<file path="config.mk">
export PLATFORM = sky130hd
export DESIGN_NAME = mod_classifier_flat
export DESIGN_NICKNAME = d
export VERILOG_FILES = /design/src/rtl/mod_classifier_if.sv /design/src/rtl/mod_classifier.sv /design/src/flat_wrapper.sv
export SDC_FILE = /design/constraint.sdc
export NUM_CORES = 1
export LEC_CHECK = 0
export ABC_AREA = 1
export BUFFER_PORTS_ARGS = -buffer_cell sky130_fd_sc_hd__buf_2
export CAP_MARGIN = 0
export CORE_UTILIZATION = 30
export CTS_BUF_LIST = sky130_fd_sc_hd__clkbuf_16
export CTS_CLUSTER_SIZE = 28
export DETAILED_ROUTE_END_ITERATION = 8
export PLACE_DENSITY_LB_ADDON = 0.12
export REMOVE_ABC_BUFFERS = 1
export SLEW_MARGIN = 40
export SYNTH_ARGS = -nofsm -noshare
export SYNTH_HDL_FRONTEND = slang
export SYNTH_SLANG_ARGS = --single-unit
</file>
<file path="constraint.sdc">
create_clock -name clk -period 11.6 [get_ports clk]
set_clock_uncertainty 0.05 [all_clocks]
set_input_delay 1.16 -clock clk [delete_from_list [all_inputs] [get_ports clk]]
set_output_delay 1.16 -clock clk [all_outputs]
set_load 0.02 [all_outputs]
</file>
<file path="src/rtl/mod_classifier_if.sv">
// Bundle of the classifier's judge-stage inputs and result outputs.
//   slave  : used by mod_classifier (inputs en/flags/measurements, drives results)
//   master : used by whoever feeds the judge values and consumes the results
// Signals:
//   en                      run enable
//   A_const .. Freq_square  discriminator flags from the judge stage
//   A_max .. Freq_edge_interv  signed judge-stage measurements (IO_width)
//   meas_trig               one-cycle measurement start pulse
//   mod_type                class code
//   mod_param               class parameter
//   am_pp                   signed envelope peak-to-peak (IO_width+1)
//   locked, result_valid    lock status and one-cycle result strobe
interface mod_classifier_if #(
  parameter int IO_width = 14
);
  logic                       en;
  logic                       A_const;
  logic                       A_square;
  logic                       Freq_const;
  logic                       Freq_square;
  logic signed [IO_width-1:0] A_max;
  logic signed [IO_width-1:0] A_min;
  logic signed [IO_width-1:0] A_freq;
  logic signed [IO_width-1:0] F_freq;
  logic signed [IO_width-1:0] A_edge_interv;
  logic signed [IO_width-1:0] Freq_edge_interv;
  logic                       meas_trig;
  logic [2:0]                 mod_type;
  logic [IO_width-1:0]        mod_param;
  logic signed [IO_width:0]   am_pp;
  logic                       locked;
  logic                       result_valid;

  modport slave (
    input  en, A_const, A_square, Freq_const, Freq_square,
    input  A_max, A_min, A_freq, F_freq, A_edge_interv, Freq_edge_interv,
    output meas_trig, mod_type, mod_param, am_pp, locked, result_valid
  );

  modport master (
    output en, A_const, A_square, Freq_const, Freq_square,
    output A_max, A_min, A_freq, F_freq, A_edge_interv, Freq_edge_interv,
    input  meas_trig, mod_type, mod_param, am_pp, locked, result_valid
  );
endinterface

</file>
<file path="src/rtl/mod_classifier.sv">
// Modulation classifier: repeatedly triggers a judge-stage measurement, waits
// for it to settle, latches the judge flags/measurements, classifies and only
// publishes a result once the same class has been seen STABLE_NUM rounds in a row.
// Ports:
//   clk  system clock (1.8 MHz sample rate)
//   rst  asynchronous active-high reset
//   bus  mod_classifier_if.slave (judge inputs in, results out)
//
// state  | meaning
// IDLE   | waiting for en
// TRIG   | one-cycle meas_trig pulse to the judge stage
// WAIT   | settle time, MEAS_WAIT cycles
// LATCH  | capture flags and measurements
// DECIDE | classify, update stability count, publish if stable
module mod_classifier #(
  parameter int          IO_width   = 14,
  parameter logic [31:0] MEAS_WAIT  = 32'd36000,
  parameter int          STABLE_NUM = 3
) (
  input logic            clk,
  input logic            rst,
  mod_classifier_if.slave bus
);

  localparam int              SW       = $clog2(STABLE_NUM + 1);
  localparam logic [SW-1:0]   STAB_MAX = SW'(STABLE_NUM);
  localparam logic [2:0]      C_CW     = 3'd0;
  localparam logic [2:0]      C_AM     = 3'd1;
  localparam logic [2:0]      C_FM     = 3'd2;
  localparam logic [2:0]      C_ASK    = 3'd3;
  localparam logic [2:0]      C_FSK    = 3'd4;
  localparam logic [2:0]      C_PSK    = 3'd5;
  localparam logic [2:0]      C_UNK    = 3'd7;

  typedef enum logic [2:0] {IDLE, TRIG, WAIT, LATCH, DECIDE} state_t;

  state_t                     r_state;
  logic [31:0]                r_wait_cnt;
  logic                       r_a_const, r_a_square, r_f_const, r_f_square;
  logic signed [IO_width-1:0] r_a_max, r_a_min, r_a_freq, r_f_freq;
  logic signed [IO_width-1:0] r_a_ei, r_f_ei;
  logic [2:0]                 r_prev_cls;
  logic [SW-1:0]              r_stab_cnt;
  logic                       r_meas_trig;
  logic [2:0]                 r_mod_type;
  logic [IO_width-1:0]        r_mod_param;
  logic signed [IO_width:0]   r_am_pp;
  logic                       r_locked;
  logic                       r_result_valid;

  logic [2:0]                 w_cls;
  logic [IO_width-1:0]        w_param;
  logic signed [IO_width:0]   w_am_pp;
  logic [SW-1:0]              w_stab_next;

  // First-match priority over the latched flags.
  always_comb begin
    w_cls = C_UNK;
    if (r_a_const && r_f_const)        w_cls = C_CW;
    else if (r_a_square && r_f_square) w_cls = C_PSK;
    else if (r_a_square)               w_cls = C_ASK;
    else if (r_f_square)               w_cls = C_FSK;
    else if (r_f_const)                w_cls = C_AM;
    else if (r_a_const)                w_cls = C_FM;
  end

  always_comb begin
    w_param = '0;
    case (w_cls)
      C_AM:         w_param = r_a_freq;
      C_FM:         w_param = r_f_freq;
      C_ASK, C_PSK: w_param = r_a_ei;
      C_FSK:        w_param = r_f_ei;
      default:      w_param = '0;
    endcase
  end

  // One extra bit after sign extension: full-range difference never wraps.
  assign w_am_pp = {r_a_max[IO_width-1], r_a_max} - {r_a_min[IO_width-1], r_a_min};

  always_comb begin
    w_stab_next = SW'(1);
    if (w_cls == r_prev_cls)
      w_stab_next = (r_stab_cnt >= STAB_MAX) ? STAB_MAX : r_stab_cnt + 1'b1;
  end

  always_ff @(posedge clk or posedge rst) begin
    if (rst) begin
      r_state        <= IDLE;
      r_wait_cnt     <= '0;
      r_a_const      <= 1'b0;
      r_a_square     <= 1'b0;
      r_f_const      <= 1'b0;
      r_f_square     <= 1'b0;
      r_a_max        <= '0;
      r_a_min        <= '0;
      r_a_freq       <= '0;
      r_f_freq       <= '0;
      r_a_ei         <= '0;
      r_f_ei         <= '0;
      r_prev_cls     <= C_UNK;
      r_stab_cnt     <= '0;
      r_meas_trig    <= 1'b0;
      r_mod_type     <= C_UNK;
      r_mod_param    <= '0;
      r_am_pp        <= '0;
      r_locked       <= 1'b0;
      r_result_valid <= 1'b0;
    end else begin
      r_result_valid <= 1'b0;
      case (r_state)
        IDLE: begin
          if (bus.en) begin
            r_state     <= TRIG;
            r_meas_trig <= 1'b1;
          end
        end
        TRIG: begin
          r_meas_trig <= 1'b0;
          r_wait_cnt  <= '0;
          r_state     <= WAIT;
        end
        WAIT: begin
          if (r_wait_cnt == MEAS_WAIT - 32'd1) r_state <= LATCH;
          else                                 r_wait_cnt <= r_wait_cnt + 32'd1;
        end
        LATCH: begin
          r_a_const  <= bus.A_const;
          r_a_square <= bus.A_square;
          r_f_const  <= bus.Freq_const;
          r_f_square <= bus.Freq_square;
          r_a_max    <= bus.A_max;
          r_a_min    <= bus.A_min;
          r_a_freq   <= bus.A_freq;
          r_f_freq   <= bus.F_freq;
          r_a_ei     <= bus.A_edge_interv;
          r_f_ei     <= bus.Freq_edge_interv;
          r_state    <= DECIDE;
        end
        DECIDE: begin
          r_stab_cnt <= w_stab_next;
          r_prev_cls <= w_cls;
          if (w_stab_next >= STAB_MAX) begin
            r_mod_type     <= w_cls;
            r_mod_param    <= w_param;
            r_am_pp        <= w_am_pp;
            r_locked       <= 1'b1;
            r_result_valid <= 1'b1;
          end else begin
            r_locked <= 1'b0;
          end
          if (bus.en) begin
            r_state     <= TRIG;
            r_meas_trig <= 1'b1;
          end else begin
            r_state <= IDLE;
          end
        end
        default: r_state <= IDLE;
      endcase
    end
  end

  assign bus.meas_trig    = r_meas_trig;
  assign bus.mod_type     = r_mod_type;
  assign bus.mod_param    = r_mod_param;
  assign bus.am_pp        = r_am_pp;
  assign bus.locked       = r_locked;
  assign bus.result_valid = r_result_valid;

endmodule

</file>
<file path="src/flat_wrapper.sv">
// flat-port wrapper written by rule: the top's interface ports become plain ports
module mod_classifier_flat 
#(
  parameter int          IO_width   = 14,
  parameter logic [31:0] MEAS_WAIT  = 32'd36000,
  parameter int          STABLE_NUM = 3
)
  (clk, rst, bus_en, bus_A_const, bus_A_square, bus_Freq_const, bus_Freq_square, bus_A_max, bus_A_min, bus_A_freq, bus_F_freq, bus_A_edge_interv, bus_Freq_edge_interv, bus_meas_trig, bus_mod_type, bus_mod_param, bus_am_pp, bus_locked, bus_result_valid);
  mod_classifier_if #(.IO_width(IO_width)) bus_i ();
  input logic clk;
  input logic rst;
  input wire logic [$bits(bus_i.en)-1:0] bus_en;
  input wire logic [$bits(bus_i.A_const)-1:0] bus_A_const;
  input wire logic [$bits(bus_i.A_square)-1:0] bus_A_square;
  input wire logic [$bits(bus_i.Freq_const)-1:0] bus_Freq_const;
  input wire logic [$bits(bus_i.Freq_square)-1:0] bus_Freq_square;
  input wire logic [$bits(bus_i.A_max)-1:0] bus_A_max;
  input wire logic [$bits(bus_i.A_min)-1:0] bus_A_min;
  input wire logic [$bits(bus_i.A_freq)-1:0] bus_A_freq;
  input wire logic [$bits(bus_i.F_freq)-1:0] bus_F_freq;
  input wire logic [$bits(bus_i.A_edge_interv)-1:0] bus_A_edge_interv;
  input wire logic [$bits(bus_i.Freq_edge_interv)-1:0] bus_Freq_edge_interv;
  output wire logic [$bits(bus_i.meas_trig)-1:0] bus_meas_trig;
  output wire logic [$bits(bus_i.mod_type)-1:0] bus_mod_type;
  output wire logic [$bits(bus_i.mod_param)-1:0] bus_mod_param;
  output wire logic [$bits(bus_i.am_pp)-1:0] bus_am_pp;
  output wire logic [$bits(bus_i.locked)-1:0] bus_locked;
  output wire logic [$bits(bus_i.result_valid)-1:0] bus_result_valid;
  assign bus_i.en = bus_en;
  assign bus_i.A_const = bus_A_const;
  assign bus_i.A_square = bus_A_square;
  assign bus_i.Freq_const = bus_Freq_const;
  assign bus_i.Freq_square = bus_Freq_square;
  assign bus_i.A_max = bus_A_max;
  assign bus_i.A_min = bus_A_min;
  assign bus_i.A_freq = bus_A_freq;
  assign bus_i.F_freq = bus_F_freq;
  assign bus_i.A_edge_interv = bus_A_edge_interv;
  assign bus_i.Freq_edge_interv = bus_Freq_edge_interv;
  assign bus_meas_trig = bus_i.meas_trig;
  assign bus_mod_type = bus_i.mod_type;
  assign bus_mod_param = bus_i.mod_param;
  assign bus_am_pp = bus_i.am_pp;
  assign bus_locked = bus_i.locked;
  assign bus_result_valid = bus_i.result_valid;
  mod_classifier #(.IO_width(IO_width), .MEAS_WAIT(MEAS_WAIT), .STABLE_NUM(STABLE_NUM)) u_core (.clk(clk), .rst(rst), .bus(bus_i));
endmodule
</file>
==> metrics.log <==
INFO  metric fin_crit_sh = 22.47%
INFO  metric grt_usage = 17.00%
INFO  metric antenna_violating_nets_post_route = 0
INFO  metric detailed_place_hpwl = 15.99 mm
INFO  metric viasPerCell = 4.509
INFO  metric setup_repair_after_global_routing_missed_its_margin = no
INFO  metric area_growth_syn_to_layout = 17.78%
INFO  metric crit_path_time_final = 2.607 ns
INFO  metric fp.dieArea = 29410 um2
INFO  metric total_wire_length_after_detailed_routing = 23.43 mm
INFO  metric num_antenna_cells = 0
INFO  metric power_density = 252.8 nW/um2
INFO  metric run_status = finished, final reports clean
INFO  metric cts-root-to-sink-buffers = 2
INFO  metric synth_enable_flop_cells = 0
INFO  metric worst_path_most_repeated_cell = nand2_1
INFO  metric source_of_the_critical_timing_path = u_core.r_f_const$_DFFE_PP0P_
INFO  metric slowest_stage = nor2_2
INFO  metric global_route.usage.met3 = 2.784%
INFO  metric internal_power = 0.001433 W
INFO  metric place.gp.congestion = 0.8557
INFO  metric maxCapViolations = 0
INFO  metric start_util = 30.77%
INFO  metric clockRootBuffer = clkbuf_16
INFO  metric power_switching_share = 44.16%
INFO  metric ir_worst_vdd = 0.1089 mV
INFO  metric fin_nets = 1383
INFO  metric core_area = 28010 um2
INFO  metric report.final.hold_viol_count = 0
INFO  metric layout.cells.most_common = nand2_1
INFO  metric ctsResizeCount = 0
INFO  metric power_frac_clock = 22.4%
INFO  metric totalPowerFinal = 0.002566 W
INFO  metric grt.met1_usage = 22.91%
INFO  metric grt_max_degree = 99
INFO  metric std_cell_rows = 61
INFO  metric detail_route.iter0.violations = 471
INFO  metric cp_cell_sequence = nor2_2, nand2_1, nand2_1, nand2_2, nand2_4, nand3_2, nor2_4, nand3_4, nand2_1, nand2_1
INFO  metric holdBufCountCts = 0
INFO  metric fp.dieW = 171.5 um
INFO  metric grt_pass1_wl = 38.78 mm
INFO  metric min_path_type = flip-flop to flip-flop
INFO  metric clk_latency = 0.44 ns
INFO  metric route.detailed.drc = 0
INFO  metric cellLeakagePower = 5.458 nW
INFO  metric ctsHtreeMaxLevel = 4
INFO  metric worst-endpoint-arrival = 2.88 ns
INFO  metric setup_viol_count_final = 0
INFO  metric drive_gt1_share = 15.98%
INFO  metric yosys_most_used_dff = dfrtp_1
INFO  metric worstHoldStart = u_core.bus.mod_type[1]$_DFFE_PP1P_
INFO  metric crit_required = 11.87 ns
INFO  metric critical_path.endpoint_type = flip-flop
INFO  metric groute.layer.met2.usage = 28.39%
INFO  metric synthesized_instance_count = 1168
INFO  metric io_buffer_count = 125
INFO  metric cp_max_fo = 33
INFO  metric detail_route.wl_per_cell = 14.05 um
INFO  metric design.portCount = 126
INFO  metric synth_cell_types = 37
INFO  metric worst_path_largest_cell_delay = 0.64 ns
INFO  metric clk_pin_slew = 0.07 ns
INFO  metric reg2reg_from = u_core.r_f_const$_DFFE_PP0P_
INFO  metric highest_attainable_clock_frequency = 0.3836 GHz
INFO  metric tritoncts = yes
INFO  metric max_slew.worst_pin.slew = 0.7961 ns
INFO  metric mappedNetlistArea = 8618 um2
INFO  metric ys_warn_count = 0
INFO  metric crit_path_kind = flip-flop to flip-flop
INFO  metric dr_total_vias = 7517
INFO  metric first_pass_iters = 5
INFO  metric finalSetupTns = 0 ns
INFO  metric number_of_flip_flops_and_latches_in_the_synthesized_netlist = 163
INFO  metric gr-total-overflow = 0
INFO  metric vias_in_the_first_global_route = 7433
INFO  metric startpoint_type = flip-flop
INFO  metric p_sw = 0.001133 W
INFO  metric power_frac_comb = 43.0%
INFO  metric pwr-share-seq = 34.6%
INFO  metric synthesis.area_per_instance = 7.379 um2
INFO  metric tritoncts_num_sinks = 163
INFO  metric final_cell_mix = nand2_1 (537), dfrtp_1 (157), buf_2 (125)
INFO  metric async_flop_share = 100.0%
INFO  metric seq_area_frac_synth = 47.42%
INFO  metric antenna_violations_before_repair = 0
INFO  metric busiest_layer = met2
INFO  metric die_h = 171.5 um
INFO  metric postCtsSetupBuffers = 0
INFO  metric cts_inserted_buffers = 17
INFO  metric pins_over_their_slew_limit = 0
INFO  metric timing.max_slew.rel_slack = 46.87%
cells in the mapped netlist (6+ instances only):
cell | instances | area share (%)
a21oi_1 | 10 | 0.58
clkbuf_1 | 26 | 1.1
dfrtp_1 | 157 | 46
dfstp_2 | 6 | 1.8
ha_1 | 15 | 2.2
inv_1 | 91 | 4.0
nand2_1 | 537 | 23
nand2_2 | 14 | 1.0
nand3_1 | 112 | 6.5
nand4_1 | 39 | 2.8
nor2_1 | 61 | 2.7
nor3_1 | 16 | 0.93
o21ai_0 | 26 | 1.5
xor2_1 | 10 | 1.0
worst paths after layout:
check                           slack (ns)  cells past startpoint                                 end
worst max register to register        8.99                     10     u_core.bus.am_pp[5]$_DFFE_PP0P_
worst min-delay path                  0.42                      2  u_core.bus.mod_type[1]$_DFFE_PP1P_
worst max-delay path                  8.99                     10     u_core.bus.am_pp[5]$_DFFE_PP0P_
max in group asynchronous             9.12                      4    u_core.r_wait_cnt[9]$_DFFE_PP0P_
worst min register to register        0.42                      2  u_core.bus.mod_type[1]$_DFFE_PP1P_
min in group asynchronous             0.65                      2      u_core.r_a_min[10]$_DFFE_PP0P_
worst max-delay path, delay by kind of cell (launching register included):
kind / cells / cell delay [ns]
AND/OR/NAND/NOR: 10 / 2.01
flip-flops: 1 / 0.45
cells by family (layout without fill, tap and decap cells):
kind of cell / Yosys count / after routing / synth area share, %
AND/OR/NAND/NOR: 799 / 799 / 39.74
flip-flops: 163 / 163 / 47.42
buffers and inverters: 137 / 258 / 6.707
AO/OA/AOI/OAI: 41 / 41 / 2.512
adder cells (fa/ha/maj): 16 / 16 / 2.410
XOR/XNOR: 12 / 12 / 1.220
power by group through the flow:
stage,Clock [W],Sequential (W),Combinational (W)
floorplan,0,0.000902,0.000792
global placement,0,0.000899,0.00111
finish,0.000575,0.000888,0.00110
CTS,0.000586,0.000889,0.00112
detailed placement,0,0.000897,0.00112
global route,0.000610,0.000915,0.00129
layout make-up:
class / instances / area, um2
clock buffer: 17 / 425.4
sequential: 163 / 4086
inverter: 95 / 362.8
clock inverter: 15 / 162.7
multi-input combinational: 868 / 3959
fill: 3028 / 17860
timing repair buffer: 131 / 681.9
tap: 378 / 473.0
metrics by stage:
step / cells / instance area [um2] / worst slack, ns / hold WS [ns] / util (%)
floorplan: 1126 / 8397 / 5.995 / 0.3989 / -
global placement: 1635 / 9552 / 8.275 / 0.4085 / 34.10
detailed placement: 1635 / 9559 / 8.515 / 0.4107 / 34.13
CTS: 1667 / 10150 / 8.672 / 0.4223 / 36.23
global route: 1667 / 10150 / 8.681 / 0.4486 / 36.24
finish: 1667 / 10150 / 8.993 / 0.4216 / 36.24
flip-flops by register name, summed over array words and instances (netlist names):
name / flops
u_core.bus.mod_param: 14
u_core.bus.result_valid: 1
u_core.r_prev_cls: 3
u_core.r_wait_cnt: 32
u_core.r_a_freq: 14
u_core.r_a_max: 14
u_core.r_f_freq: 14
u_core.bus.meas_trig: 1
u_core.r_a_square: 1
u_core.r_stab_cnt: 2
u_core.r_a_const: 1
u_core.r_f_ei: 14
u_core.bus.am_pp: 15
u_core.bus.mod_type: 3
u_core.r_state: 3
u_core.r_a_min: 14
u_core.r_f_const: 1
u_core.r_f_square: 1
u_core.r_a_ei: 14
u_core.bus.locked: 1
metal layers:
layer / vias up / share of wire (%)
met4: 0 / 1.0
met3: 20 / 3.6
met5: - / 0
met2: 137 / 46
met1: 3453 / 49
li1: 3907 / -
No activity file was read; power rests on OpenSTA's default activity.
